### src/rtl/mmu_tlb_if.sv
// Lookup request/result bundle between the pipeline (master) and the TLB (slave).
// Signal names keep the TLB-side direction suffixes.
interface mmu_tlb_if;
  logic        inst_req_i;
  logic [31:0] inst_vaddr_i;
  logic [31:0] inst_paddr_o;
  logic        inst_valid_o;
  logic        inst_miss_o;
  logic        inst_invalid_o;

  logic        data_req_i;
  logic        data_we_i;
  logic [31:0] data_vaddr_i;
  logic [31:0] data_paddr_o;
  logic        data_valid_o;
  logic        data_miss_o;
  logic        data_invalid_o;
  logic        data_modified_o;

  modport master (
    output inst_req_i, inst_vaddr_i, data_req_i, data_we_i, data_vaddr_i,
    input  inst_paddr_o, inst_valid_o, inst_miss_o, inst_invalid_o,
    input  data_paddr_o, data_valid_o, data_miss_o, data_invalid_o, data_modified_o
  );

  modport slave (
    input  inst_req_i, inst_vaddr_i, data_req_i, data_we_i, data_vaddr_i,
    output inst_paddr_o, inst_valid_o, inst_miss_o, inst_invalid_o,
    output data_paddr_o, data_valid_o, data_miss_o, data_invalid_o, data_modified_o
  );
endinterface

### src/rtl/mmu_tlb.sv
// Joint instruction/data TLB: entry array written by TLBWI/TLBWR, registered
// fetch and load/store translation, combinational TLBP/TLBR for CP0.
module mmu_tlb #(
  parameter int TLB_ENTRY_NUM = 16
) (
  input  logic            clk,
  input  logic            rst,
  input  logic            stall_i,
  input  logic            flush_i,
  mmu_tlb_if.slave        lk,
  input  logic            tlbwi_i,
  input  logic            tlbwr_i,
  input  logic            tlbp_i,
  input  logic            tlbr_i,
  input  logic [31:0]     index_i,
  input  logic [31:0]     random_i,
  input  logic [31:0]     entryhi_i,
  input  logic [31:0]     entrylo0_i,
  input  logic [31:0]     entrylo1_i,
  output logic            tlbr_op_o,
  output logic [31:0]     entryhi_o,
  output logic [31:0]     entrylo0_o,
  output logic [31:0]     entrylo1_o,
  output logic            tlbp_op_o,
  output logic [31:0]     index_o
);
  localparam int IDX_W = $clog2(TLB_ENTRY_NUM);

  typedef struct packed {
    logic [31:0] paddr;
    logic        miss;
    logic        invalid;
    logic        modified;
  } xlate_t;

  typedef struct packed {
    logic   valid;
    xlate_t x;
  } res_t;

  logic [18:0] vpn2_q [TLB_ENTRY_NUM];
  logic [7:0]  asid_q [TLB_ENTRY_NUM];
  logic        g_q    [TLB_ENTRY_NUM];
  logic [19:0] pfn_q  [TLB_ENTRY_NUM][2];
  logic [2:0]  c_q    [TLB_ENTRY_NUM][2];
  logic        d_q    [TLB_ENTRY_NUM][2];
  logic        v_q    [TLB_ENTRY_NUM][2];

  logic             wr_en;
  logic [IDX_W-1:0] wr_idx;
  logic [IDX_W-1:0] rd_idx;

  assign wr_en  = tlbwi_i | tlbwr_i;
  assign wr_idx = tlbwi_i ? index_i[IDX_W-1:0] : random_i[IDX_W-1:0];
  assign rd_idx = index_i[IDX_W-1:0];

  always_ff @(posedge clk or negedge rst) begin
    if (!rst) begin
      for (int i = 0; i < TLB_ENTRY_NUM; i++) begin
        vpn2_q[i] <= '0;
        asid_q[i] <= '0;
        g_q[i]    <= 1'b0;
        for (int h = 0; h < 2; h++) begin
          pfn_q[i][h] <= '0;
          c_q[i][h]   <= '0;
          d_q[i][h]   <= 1'b0;
          v_q[i][h]   <= 1'b0;
        end
      end
    end else if (wr_en) begin
      vpn2_q[wr_idx]   <= entryhi_i[31:13];
      asid_q[wr_idx]   <= entryhi_i[7:0];
      g_q[wr_idx]      <= entrylo0_i[0] & entrylo1_i[0];
      pfn_q[wr_idx][0] <= entrylo0_i[25:6];
      c_q[wr_idx][0]   <= entrylo0_i[5:3];
      d_q[wr_idx][0]   <= entrylo0_i[2];
      v_q[wr_idx][0]   <= entrylo0_i[1];
      pfn_q[wr_idx][1] <= entrylo1_i[25:6];
      c_q[wr_idx][1]   <= entrylo1_i[5:3];
      d_q[wr_idx][1]   <= entrylo1_i[2];
      v_q[wr_idx][1]   <= entrylo1_i[1];
    end
  end

  // All three match vectors use the current CP0 ASID.
  logic [TLB_ENTRY_NUM-1:0] inst_match, data_match, probe_match;

  always_comb begin
    inst_match  = '0;
    data_match  = '0;
    probe_match = '0;
    for (int i = 0; i < TLB_ENTRY_NUM; i++) begin
      inst_match[i]  = (vpn2_q[i] == lk.inst_vaddr_i[31:13]) &&
                       (g_q[i] || asid_q[i] == entryhi_i[7:0]);
      data_match[i]  = (vpn2_q[i] == lk.data_vaddr_i[31:13]) &&
                       (g_q[i] || asid_q[i] == entryhi_i[7:0]);
      probe_match[i] = (vpn2_q[i] == entryhi_i[31:13]) &&
                       (g_q[i] || asid_q[i] == entryhi_i[7:0]);
    end
  end

  function automatic logic [IDX_W-1:0] first_idx(input logic [TLB_ENTRY_NUM-1:0] m);
    first_idx = '0;
    for (int i = TLB_ENTRY_NUM - 1; i >= 0; i--) begin
      if (m[i]) first_idx = IDX_W'(i);
    end
  endfunction

  function automatic xlate_t xlate(input logic [31:0] va, input logic store,
                                   input logic [TLB_ENTRY_NUM-1:0] m);
    logic [IDX_W-1:0] idx;
    logic             h;
    xlate = '0;
    idx   = first_idx(m);
    h     = va[12];
    // kseg0 and kseg1 both reduce to clearing the top three address bits.
    if (va[31:30] == 2'b10) begin
      xlate.paddr = {3'b000, va[28:0]};
    end else if (m == '0) begin
      xlate.miss = 1'b1;
    end else if (!v_q[idx][h]) begin
      xlate.invalid = 1'b1;
    end else if (store && !d_q[idx][h]) begin
      xlate.modified = 1'b1;
    end else begin
      xlate.paddr = {pfn_q[idx][h], va[11:0]};
    end
  endfunction

  xlate_t inst_x, data_x;
  res_t   inst_d, inst_q, data_d, data_q;

  assign inst_x = xlate(lk.inst_vaddr_i, 1'b0, inst_match);
  assign data_x = xlate(lk.data_vaddr_i, lk.data_we_i, data_match);

  always_comb begin
    inst_d = inst_q;
    data_d = data_q;
    if (flush_i) begin
      inst_d = '0;
      data_d = '0;
    end else if (!stall_i) begin
      inst_d.valid = lk.inst_req_i;
      inst_d.x     = lk.inst_req_i ? inst_x : '0;
      data_d.valid = lk.data_req_i;
      data_d.x     = lk.data_req_i ? data_x : '0;
    end
  end

  always_ff @(posedge clk or negedge rst) begin
    if (!rst) begin
      inst_q <= '0;
      data_q <= '0;
    end else begin
      inst_q <= inst_d;
      data_q <= data_d;
    end
  end

  assign lk.inst_paddr_o    = inst_q.x.paddr;
  assign lk.inst_valid_o    = inst_q.valid;
  assign lk.inst_miss_o     = inst_q.x.miss;
  assign lk.inst_invalid_o  = inst_q.x.invalid;
  assign lk.data_paddr_o    = data_q.x.paddr;
  assign lk.data_valid_o    = data_q.valid;
  assign lk.data_miss_o     = data_q.x.miss;
  assign lk.data_invalid_o  = data_q.x.invalid;
  assign lk.data_modified_o = data_q.x.modified;

  assign tlbp_op_o = tlbp_i;
  assign index_o   = !tlbp_i        ? 32'h0 :
                     |probe_match   ? {{(32-IDX_W){1'b0}}, first_idx(probe_match)} :
                                      32'h8000_0000;

  assign tlbr_op_o  = tlbr_i;
  assign entryhi_o  = tlbr_i ? {vpn2_q[rd_idx], 5'b0, asid_q[rd_idx]} : 32'h0;
  assign entrylo0_o = tlbr_i ? {6'b0, pfn_q[rd_idx][0], c_q[rd_idx][0], d_q[rd_idx][0],
                                v_q[rd_idx][0], g_q[rd_idx]} : 32'h0;
  assign entrylo1_o = tlbr_i ? {6'b0, pfn_q[rd_idx][1], c_q[rd_idx][1], d_q[rd_idx][1],
                                v_q[rd_idx][1], g_q[rd_idx]} : 32'h0;

  logic unused_bits;
  assign unused_bits = ^{index_i[31:IDX_W], random_i[31:IDX_W], entryhi_i[12:8],
                         entrylo0_i[31:26], entrylo1_i[31:26]};
endmodule

### src/flat_wrapper.sv
// flat-port wrapper written by rule: the top's interface ports become plain ports
module mmu_tlb_flat 
#(
  parameter int TLB_ENTRY_NUM = 16
)
  (clk, rst, stall_i, flush_i, tlbwi_i, tlbwr_i, tlbp_i, tlbr_i, index_i, random_i, entryhi_i, entrylo0_i, entrylo1_i, tlbr_op_o, entryhi_o, entrylo0_o, entrylo1_o, tlbp_op_o, index_o, lk_inst_req_i, lk_inst_vaddr_i, lk_data_req_i, lk_data_we_i, lk_data_vaddr_i, lk_inst_paddr_o, lk_inst_valid_o, lk_inst_miss_o, lk_inst_invalid_o, lk_data_paddr_o, lk_data_valid_o, lk_data_miss_o, lk_data_invalid_o, lk_data_modified_o);
  mmu_tlb_if lk_i ();
  input  logic clk;
  input  logic rst;
  input  logic stall_i;
  input  logic flush_i;
  input  logic tlbwi_i;
  input  logic tlbwr_i;
  input  logic tlbp_i;
  input  logic tlbr_i;
  input  logic [31:0] index_i;
  input  logic [31:0] random_i;
  input  logic [31:0] entryhi_i;
  input  logic [31:0] entrylo0_i;
  input  logic [31:0] entrylo1_i;
  output logic tlbr_op_o;
  output logic [31:0] entryhi_o;
  output logic [31:0] entrylo0_o;
  output logic [31:0] entrylo1_o;
  output logic tlbp_op_o;
  output logic [31:0] index_o;
  input wire logic [$bits(lk_i.inst_req_i)-1:0] lk_inst_req_i;
  input wire logic [$bits(lk_i.inst_vaddr_i)-1:0] lk_inst_vaddr_i;
  input wire logic [$bits(lk_i.data_req_i)-1:0] lk_data_req_i;
  input wire logic [$bits(lk_i.data_we_i)-1:0] lk_data_we_i;
  input wire logic [$bits(lk_i.data_vaddr_i)-1:0] lk_data_vaddr_i;
  output wire logic [$bits(lk_i.inst_paddr_o)-1:0] lk_inst_paddr_o;
  output wire logic [$bits(lk_i.inst_valid_o)-1:0] lk_inst_valid_o;
  output wire logic [$bits(lk_i.inst_miss_o)-1:0] lk_inst_miss_o;
  output wire logic [$bits(lk_i.inst_invalid_o)-1:0] lk_inst_invalid_o;
  output wire logic [$bits(lk_i.data_paddr_o)-1:0] lk_data_paddr_o;
  output wire logic [$bits(lk_i.data_valid_o)-1:0] lk_data_valid_o;
  output wire logic [$bits(lk_i.data_miss_o)-1:0] lk_data_miss_o;
  output wire logic [$bits(lk_i.data_invalid_o)-1:0] lk_data_invalid_o;
  output wire logic [$bits(lk_i.data_modified_o)-1:0] lk_data_modified_o;
  assign lk_i.inst_req_i = lk_inst_req_i;
  assign lk_i.inst_vaddr_i = lk_inst_vaddr_i;
  assign lk_i.data_req_i = lk_data_req_i;
  assign lk_i.data_we_i = lk_data_we_i;
  assign lk_i.data_vaddr_i = lk_data_vaddr_i;
  assign lk_inst_paddr_o = lk_i.inst_paddr_o;
  assign lk_inst_valid_o = lk_i.inst_valid_o;
  assign lk_inst_miss_o = lk_i.inst_miss_o;
  assign lk_inst_invalid_o = lk_i.inst_invalid_o;
  assign lk_data_paddr_o = lk_i.data_paddr_o;
  assign lk_data_valid_o = lk_i.data_valid_o;
  assign lk_data_miss_o = lk_i.data_miss_o;
  assign lk_data_invalid_o = lk_i.data_invalid_o;
  assign lk_data_modified_o = lk_i.data_modified_o;
  mmu_tlb #(.TLB_ENTRY_NUM(TLB_ENTRY_NUM)) u_core (.clk(clk), .rst(rst), .stall_i(stall_i), .flush_i(flush_i), .lk(lk_i), .tlbwi_i(tlbwi_i), .tlbwr_i(tlbwr_i), .tlbp_i(tlbp_i), .tlbr_i(tlbr_i), .index_i(index_i), .random_i(random_i), .entryhi_i(entryhi_i), .entrylo0_i(entrylo0_i), .entrylo1_i(entrylo1_i), .tlbr_op_o(tlbr_op_o), .entryhi_o(entryhi_o), .entrylo0_o(entrylo0_o), .entrylo1_o(entrylo1_o), .tlbp_op_o(tlbp_op_o), .index_o(index_o));
endmodule
### config.mk
export PLATFORM = sky130hd
export DESIGN_NAME = mmu_tlb_flat
export DESIGN_NICKNAME = d
export VERILOG_FILES = /design/src/rtl/mmu_tlb_if.sv /design/src/rtl/mmu_tlb.sv /design/src/flat_wrapper.sv
export SDC_FILE = /design/constraint.sdc
export NUM_CORES = 2
export LEC_CHECK = 0
export BUFFER_PORTS_ARGS = -buffer_cell sky130_fd_sc_hd__buf_2
export CAP_MARGIN = 10
export CORE_UTILIZATION = 55
export CTS_BUF_LIST = sky130_fd_sc_hd__clkbuf_4 sky130_fd_sc_hd__clkbuf_8 sky130_fd_sc_hd__clkbuf_16
export DETAILED_ROUTE_END_ITERATION = 10
export PLACE_DENSITY = 0.82
export SYNTH_ARGS = -nofsm -noshare
export SYNTH_HDL_FRONTEND = slang
export SYNTH_SLANG_ARGS = --single-unit
### constraint.sdc
create_clock -name clk -period 3.91 [get_ports clk]
set_input_delay 0.782 -clock clk [delete_from_list [all_inputs] [get_ports clk]]
set_output_delay 0.782 -clock clk [all_outputs]
set_load 0.005 [all_outputs]
-- After elaboration in Yosys (flattened, before gate mapping)
Index checks and enable logic that the tools add are counted.
- register bits after elaboration: 1319
- bits of input ports: 235
- output and inout bits: 201
- logic and storage cells: 494
- $lt $le $gt $ge: 7
- eq/ne operators: 67
- multiplexer cells: 157
- bitwise logic cells: 8
- reductions and logical operators: 70
- operator list (kind ; number):
    640-bit bitwise mux ; 2
    19-bit == test ; 48
    40-bit binary-select mux with 4-bit select ; 3
    40-bit demux with 4-bit select ; 2
    32-bit 2-to-1 mux ; 10
    304-bit bitwise mux ; 1
    40-bit 2-to-1 mux ; 7
    4-bit 2-to-1 mux ; 49
    96-bit bitwise mux ; 2
    36-bit 2-to-1 mux ; 4
    20-bit 2-to-1 mux ; 7
    128-bit bitwise mux ; 1
    32-bit bitwise mux ; 4
    8-bit == test ; 16
    19-bit binary-select mux with 4-bit select ; 1
    19-bit demux with 4-bit select ; 1
    35-bit 2-to-1 mux ; 2
    19-bit 2-to-1 mux ; 3
    26-bit 2-to-1 mux ; 2
    1-bit logical AND ; 50
    6-bit demux with 4-bit select ; 2
    2-bit binary-select mux with 4-bit select ; 5
    8-bit binary-select mux with 4-bit select ; 1
    8-bit demux with 4-bit select ; 1
    23 further kinds ; 85

-- Longest topological paths before layout
- word-level depth: 35
- gate-level depth with buffers: 22
- mapped depth without buffers: 13

-- Worst setup path after synthesis
OpenSTA, ideal clock, no wires.
- path type: in2reg
- start point: in entryhi_i[5]
- end point: reg u_core.data_q, in the netlist u_core.lk.data_paddr_o[10]
- setup time: 0.121 ns
- arrival: 4.501 ns
- data required time: 3.789 ns
- setup slack: -0.712 ns
- stages on the path: 16
- buffers on the path: 3
- cell sequence: buf_2 > buf_4 > xor2_1 > nor4_2 > a21oi_1 > or4_4 > a2111oi_4 > nand2_2 > o21ai_4 > mux4_2 > o21ai_1 > o22ai_1 > or3_1 > a31o_2 > buf_2 > a22o_1
- longest elaborated chain between the ends: 35
- elaborated cells between the ends (all ways): 87
- classes of those cells: eq/ne: 16; mux: 35; bitwise: 1; reduce/logical: 35
- RTL lines (item ; RTL line ; RTL):
    start, declared ; flat_wrapper.sv:18 ; input logic [31:0] entryhi_i;
    8-bit == test ; mmu_tlb.sv:96 ; (g_q[i] || asid_q[i] == entryhi_i[7:0]);
    1-bit logical OR ; mmu_tlb.sv:96 ;
    1-bit logical AND ; mmu_tlb.sv:95 ; data_match[i] = (vpn2_q[i] == lk.data_vaddr_i[31:13]) &&
    4-bit 2-to-1 mux (16 in series) ; mmu_tlb.sv:105 ; if (m[i]) first_idx = IDX_W'(i);
    4-bit NOT with 5-bit output (not written as such) ; mmu_tlb.sv:121, mmu_tlb.sv:123 ;
    2-bit binary-select mux with 4-bit select ; mmu_tlb.sv:123 ; end else if (store && !d_q[idx][h]) begin
    2-bit 2-to-1 mux (not written as such) (2 in series) ; mmu_tlb.sv:123 ;
    1-bit 2-to-1 mux (not written as such) (3 in series) ; mmu_tlb.sv:123 ;
    1-bit zero test ; mmu_tlb.sv:123 ;
    1-bit logical AND ; mmu_tlb.sv:123 ;
    32-bit 2-to-1 mux ; mmu_tlb.sv:123 ;
    32-bit 2-to-1 mux ; mmu_tlb.sv:121 ; end else if (!v_q[idx][h]) begin
    32-bit 2-to-1 mux (*) ; mmu_tlb.sv:119 ; end else if (m == '0) begin
    32-bit 2-to-1 mux (*) ; mmu_tlb.sv:117 ; if (va[31:30] == 2'b10) begin
    35-bit 2-to-1 mux (*) ; mmu_tlb.sv:146 ; data_d.x = lk.data_req_i ? data_x : '0;
    36-bit 2-to-1 mux (*) ; mmu_tlb.sv:142 ; end else if (!stall_i) begin
    36-bit 2-to-1 mux (*) ; mmu_tlb.sv:139 ; if (flush_i) begin
    end signal, assigned ; mmu_tlb.sv:156 ; data_q <= data_d;
    end, declared ; mmu_tlb.sv:131 ; res_t inst_d, inst_q, data_d, data_q;
Mark *: on every way between the ends. The rest lies on a longest branch, timed or not. The select of a mux whose other input is x is not followed.
A chain may end at the register's enable or synchronous reset.

-- Final worst setup path
- start point: reg u_core.vpn2_q[205] in the netlist's numbering
- end point: reg u_core.data_q, in the netlist u_core.lk.data_paddr_o[17]
- longest elaborated chain between the ends: 24
- elaborated cells between the ends (all ways): 37
- classes of those cells: eq/ne: 1; mux: 31; bitwise: 1; reduce/logical: 4
- RTL lines (item ; RTL line ; RTL):
    start, declared ; mmu_tlb.sv:41 ; logic [18:0] vpn2_q [TLB_ENTRY_NUM];
    start signal, assigned by index ; mmu_tlb.sv:71 ; vpn2_q[wr_idx] <= entryhi_i[31:13];
    19-bit == test (*) ; mmu_tlb.sv:95 ;
    1-bit logical AND (*) ; mmu_tlb.sv:95 ;
    4-bit 2-to-1 mux (6 in series) ; mmu_tlb.sv:105 ;
    4-bit NOT with 5-bit output (not written as such) ; mmu_tlb.sv:121, mmu_tlb.sv:123, mmu_tlb.sv:126 ;
    2-bit binary-select mux with 4-bit select ; mmu_tlb.sv:123 ;
    2-bit 2-to-1 mux (not written as such) (2 in series) ; mmu_tlb.sv:123 ;
    1-bit 2-to-1 mux (not written as such) (3 in series) ; mmu_tlb.sv:123 ;
    1-bit zero test ; mmu_tlb.sv:123 ;
    1-bit logical AND ; mmu_tlb.sv:123 ;
    32-bit 2-to-1 mux ; mmu_tlb.sv:123 ;
    32-bit 2-to-1 mux ; mmu_tlb.sv:121 ;
    32-bit 2-to-1 mux (*) ; mmu_tlb.sv:119 ;
    32-bit 2-to-1 mux (*) ; mmu_tlb.sv:117 ;
    35-bit 2-to-1 mux (*) ; mmu_tlb.sv:146 ;
    36-bit 2-to-1 mux (*) ; mmu_tlb.sv:142 ;
    36-bit 2-to-1 mux (*) ; mmu_tlb.sv:139 ;
Marks and branches as above.

==> results.yml <==
run_status:
  status: "complete, but fails checks"
  violations: "design-rule violations, negative setup slack"
grt:
  grt_max_degree: 122
  grt_use_total_pct: 48.9
  grt_pass1_vias: 73865
  grt_remaining_overflow: 0
  grt_pass1_wl_mm: 535
  antenna_found_initial: 66
detailed_routing:
  viasPerCell: 7.10
  drt_iter0_drc: 11167
  drt_first_pass_iters: 11
  drc_errors: 3
  antenna_left: 0
  routed_wl_mm: 382
  avgRoutedWirePerCell_um: 36.8
  num_vias: 73616
sta:
  maxSlewViolCount: 0
  grt_setup_unrepaired: "yes"
  final.setup.worst_slack_ns: -0.881
  fin_crit_sh_pct: 123
  maxSlewHeadroom_pct: 18.8
  min_period_ns: 4.79
  finalHoldViolCount: 0
  finClkSkew_ns: 0.0299
  worst_pin_slew_ns: 1.21
  hold_slack_ns: 0.179
  timing.fmax_ghz: 0.209
  fin_tns_setup_ns: -49.30
  setup_viol: 72
place:
  io_buffers: 318
  post-place-ws_ns: -1.81
  gp_congestion: 1.16
  hpwl_mm: 257
  placed_area_mm2: 0.0984
cts:
  cts_tree: "yes"
  htreeDepth: 4
  clkTransAtPathRegs_ns: 0.06
  clkLatencyLatePin_ns: 0.83
  cts_sinks: 1319
  cts-root-buf: "clkbuf_16"
  cts-buffers-inserted: 149
  cts_buffer_depth: 3
synth:
  synthArstFlopShare_pct: 100
  ys.flop_type: "dfrtp_1"
  synthTopCellsByArea: "dfrtp_1 39%, mux2_2 17%, mux4_2 12%"
  seq_area_frac_synth_pct: 39.3
  synth_warnings: 0
  synthMostInstantiatedCell: "dfrtp_1"
  ys_types: 79
  netlist.area_leader.share_pct: 39.3
  syn_inst: 6870
  synth_area_mm2: 0.0841
  synth_edf_count: 0
  ys_ff_latch: 1319
  synth.top_cells.by_count: "1319 x dfrtp_1, 1256 x mux2_2, 632 x xor2_1"
  synth_area_per_cell_um2: 12.2
  yosysTopAreaCell: "dfrtp_1"
finish:
  n_fill_cell: 10089
  nets: 8417
  syn2layout_area_growth_pct: 27.6
  design_area_mm2: 0.107
  drive_above_1_share_pct: 49.1
critical_path:
  cp.required_ns: 4.67
  worstPathMaxFanout: 13
  worstSetupEndpointType: "flop"
  startpoint_type: "flop"
  startpoint: "u_core.vpn2_q[205]$_DFFE_PN0P_"
  arrival_ns: 5.55
  r2r-start: "u_core.vpn2_q[205]$_DFFE_PN0P_"
  crit_type: "flop to flop"
floorplanning:
  fp.dieArea_mm2: 0.154
  io_pins: 436
  core-area_mm2: 0.152
  die_height_um: 393
  rows: 143
  start_util_pct: 55.3
  fp.dieW_um: 393
pwr:
  power_uw: 58500
  peakVddDrop_mv: 0.623
  powerDensity_mw_per_mm2: 545
  p_leak_uw: 0.0456
min_path:
  min_path_type: "input port to flop"
  hp-start: "lk_data_vaddr_i[4]"
job:
  cap_violations: 0
==> kinds of logic (layout without fill, tap and decap cells) <==
kind of cell | Yosys count | in the layout | share of synthesized area [%]
flip-flops | 1319 | 1319 | 39.3
buffers and inverters | 744 | 2128 | 4.13
XOR/XNOR | 1040 | 1040 | 10.8
multiplexers | 2251 | 2251 | 35.1
AO/OA/AOI/OAI | 568 | 569 | 4.94
other | 1 | 80 | 0.00446
AND/OR/NAND/NOR | 947 | 948 | 5.74
==> critical path, cell delays in order (launching register included) <==
cell and delay [ns]:
dfrtp_1 0.40, xor2_1 0.20, nor4_4 0.46, nand2_2 0.16
or4_4 0.61, a2111oi_4 0.33, nand2_2 0.13, o21ai_4 0.24
buf_12 0.16, buf_16 0.15, buf_8 0.15, bufbuf_16 0.31
mux2i_2 0.11, a222oi_1 0.36, o21ai_1 0.14, mux4_2 0.62
o21ai_2 0.19
==> routing by layer <==
metal / global-route usage [%] / up-vias / part of all wire [%]
met5: 0.287 / - / 0.13
met4: 43.0 / 58 / 11
met3: 19.7 / 2440 / 13
met2: 71.2 / 6686 / 43
met1: 55.5 / 36436 / 33
li1: - / 27996 / -
==> state kept, by name (all words and copies together), names as in the netlist <==
signal,cells
u_core.c_q,96
u_core.pfn_q,640
u_core.lk.data_miss_o,1
u_core.lk.inst_miss_o,1
u_core.vpn2_q,304
u_core.d_q,32
u_core.v_q,32
u_core.lk.data_invalid_o,1
u_core.lk.data_paddr_o,32
u_core.lk.data_valid_o,1
u_core.g_q,16
u_core.lk.inst_invalid_o,1
u_core.lk.inst_paddr_o,32
u_core.asid_q,128
u_core.lk.data_modified_o,1
u_core.lk.inst_valid_o,1
==> what timing repair did <==
action / in CTS / in global routing
gates resized for setup: 361 / 97
hold buffers: 1 / 0
endpoints found under the hold margin: 22 / 0
endpoints found under the setup margin: 72 / 72
pin swaps: 111 / 65
buffers inserted: 85 / 27
gates cloned: 29 / 4
==> power breakdown <==
| group | total [µW] | leakage, µW | internal, µW | switching (µW) |
|---|---|---|---|---|
| clock network | 15200 | 0.00260 | 8840 | 6390 |
| logic | 21600 | 0.0269 | 11100 | 10500 |
| registers | 21600 | 0.0161 | 17400 | 4220 |
| total | 58500 | 0.0456 | 37400 | 21100 |
==> path summary, 6_finish.rpt <==
check,endpoint,slack (ns),cells after the start
max,u_core.lk.data_paddr_o[17]$_DFFE_PN0P_,-0.88,16
min,u_core.lk.data_paddr_o[4]$_DFFE_PN0P_,0.18,2
max reg2reg,u_core.lk.data_paddr_o[17]$_DFFE_PN0P_,-0.88,16
min reg2reg,u_core.lk.data_paddr_o[4]$_DFFE_PN0P_,0.50,1
max in group asynchronous,u_core.pfn_q[287]$_DFFE_PN0P_,1.98,3
min in group asynchronous,u_core.asid_q[109]$_DFFE_PN0P_,0.49,2
==> cells in the final DEF, fill, tap and decap left out, drive strengths merged, types with 96 or more instances in the layout <==
master,Yosys,layout
nand2,120,120
and2,95,96
mux4,432,432
mux2i,563,563
nor4,166,166
o21ai,163,163
buf,376,1807
clkbuf,325,213
dfrtp,1319,1319
xnor2,408,408
nand4,114,114
xor2,632,632
nor2,292,292
mux2,1256,1256
==> per-stage QoR <==
step | util [%] | cells
after floorplan | - | 6913
after global placement | 64.8 | 9938
after detailed placement | 64.8 | 9938
after CTS | 70.2 | 10305
after global routing | 70.6 | 10352
final | 70.6 | 10365
==> area by class of cell <==
type | count | area (µm²) | share of cell area (%)
sequential | 1319 | 33000 | 30.8
antenna | 36 | 90.1 | 0.0840
multi-input combinational | 4852 | 49500 | 46.1
clock buffer | 208 | 4350 | 4.05
clock inverter | 60 | 860 | 0.801
inverter | 43 | 161 | 0.150
timing repair buffer | 1817 | 16800 | 15.7
tap | 2030 | 2540 | 2.37
Note: power is estimated with default switching activity, not from simulation.
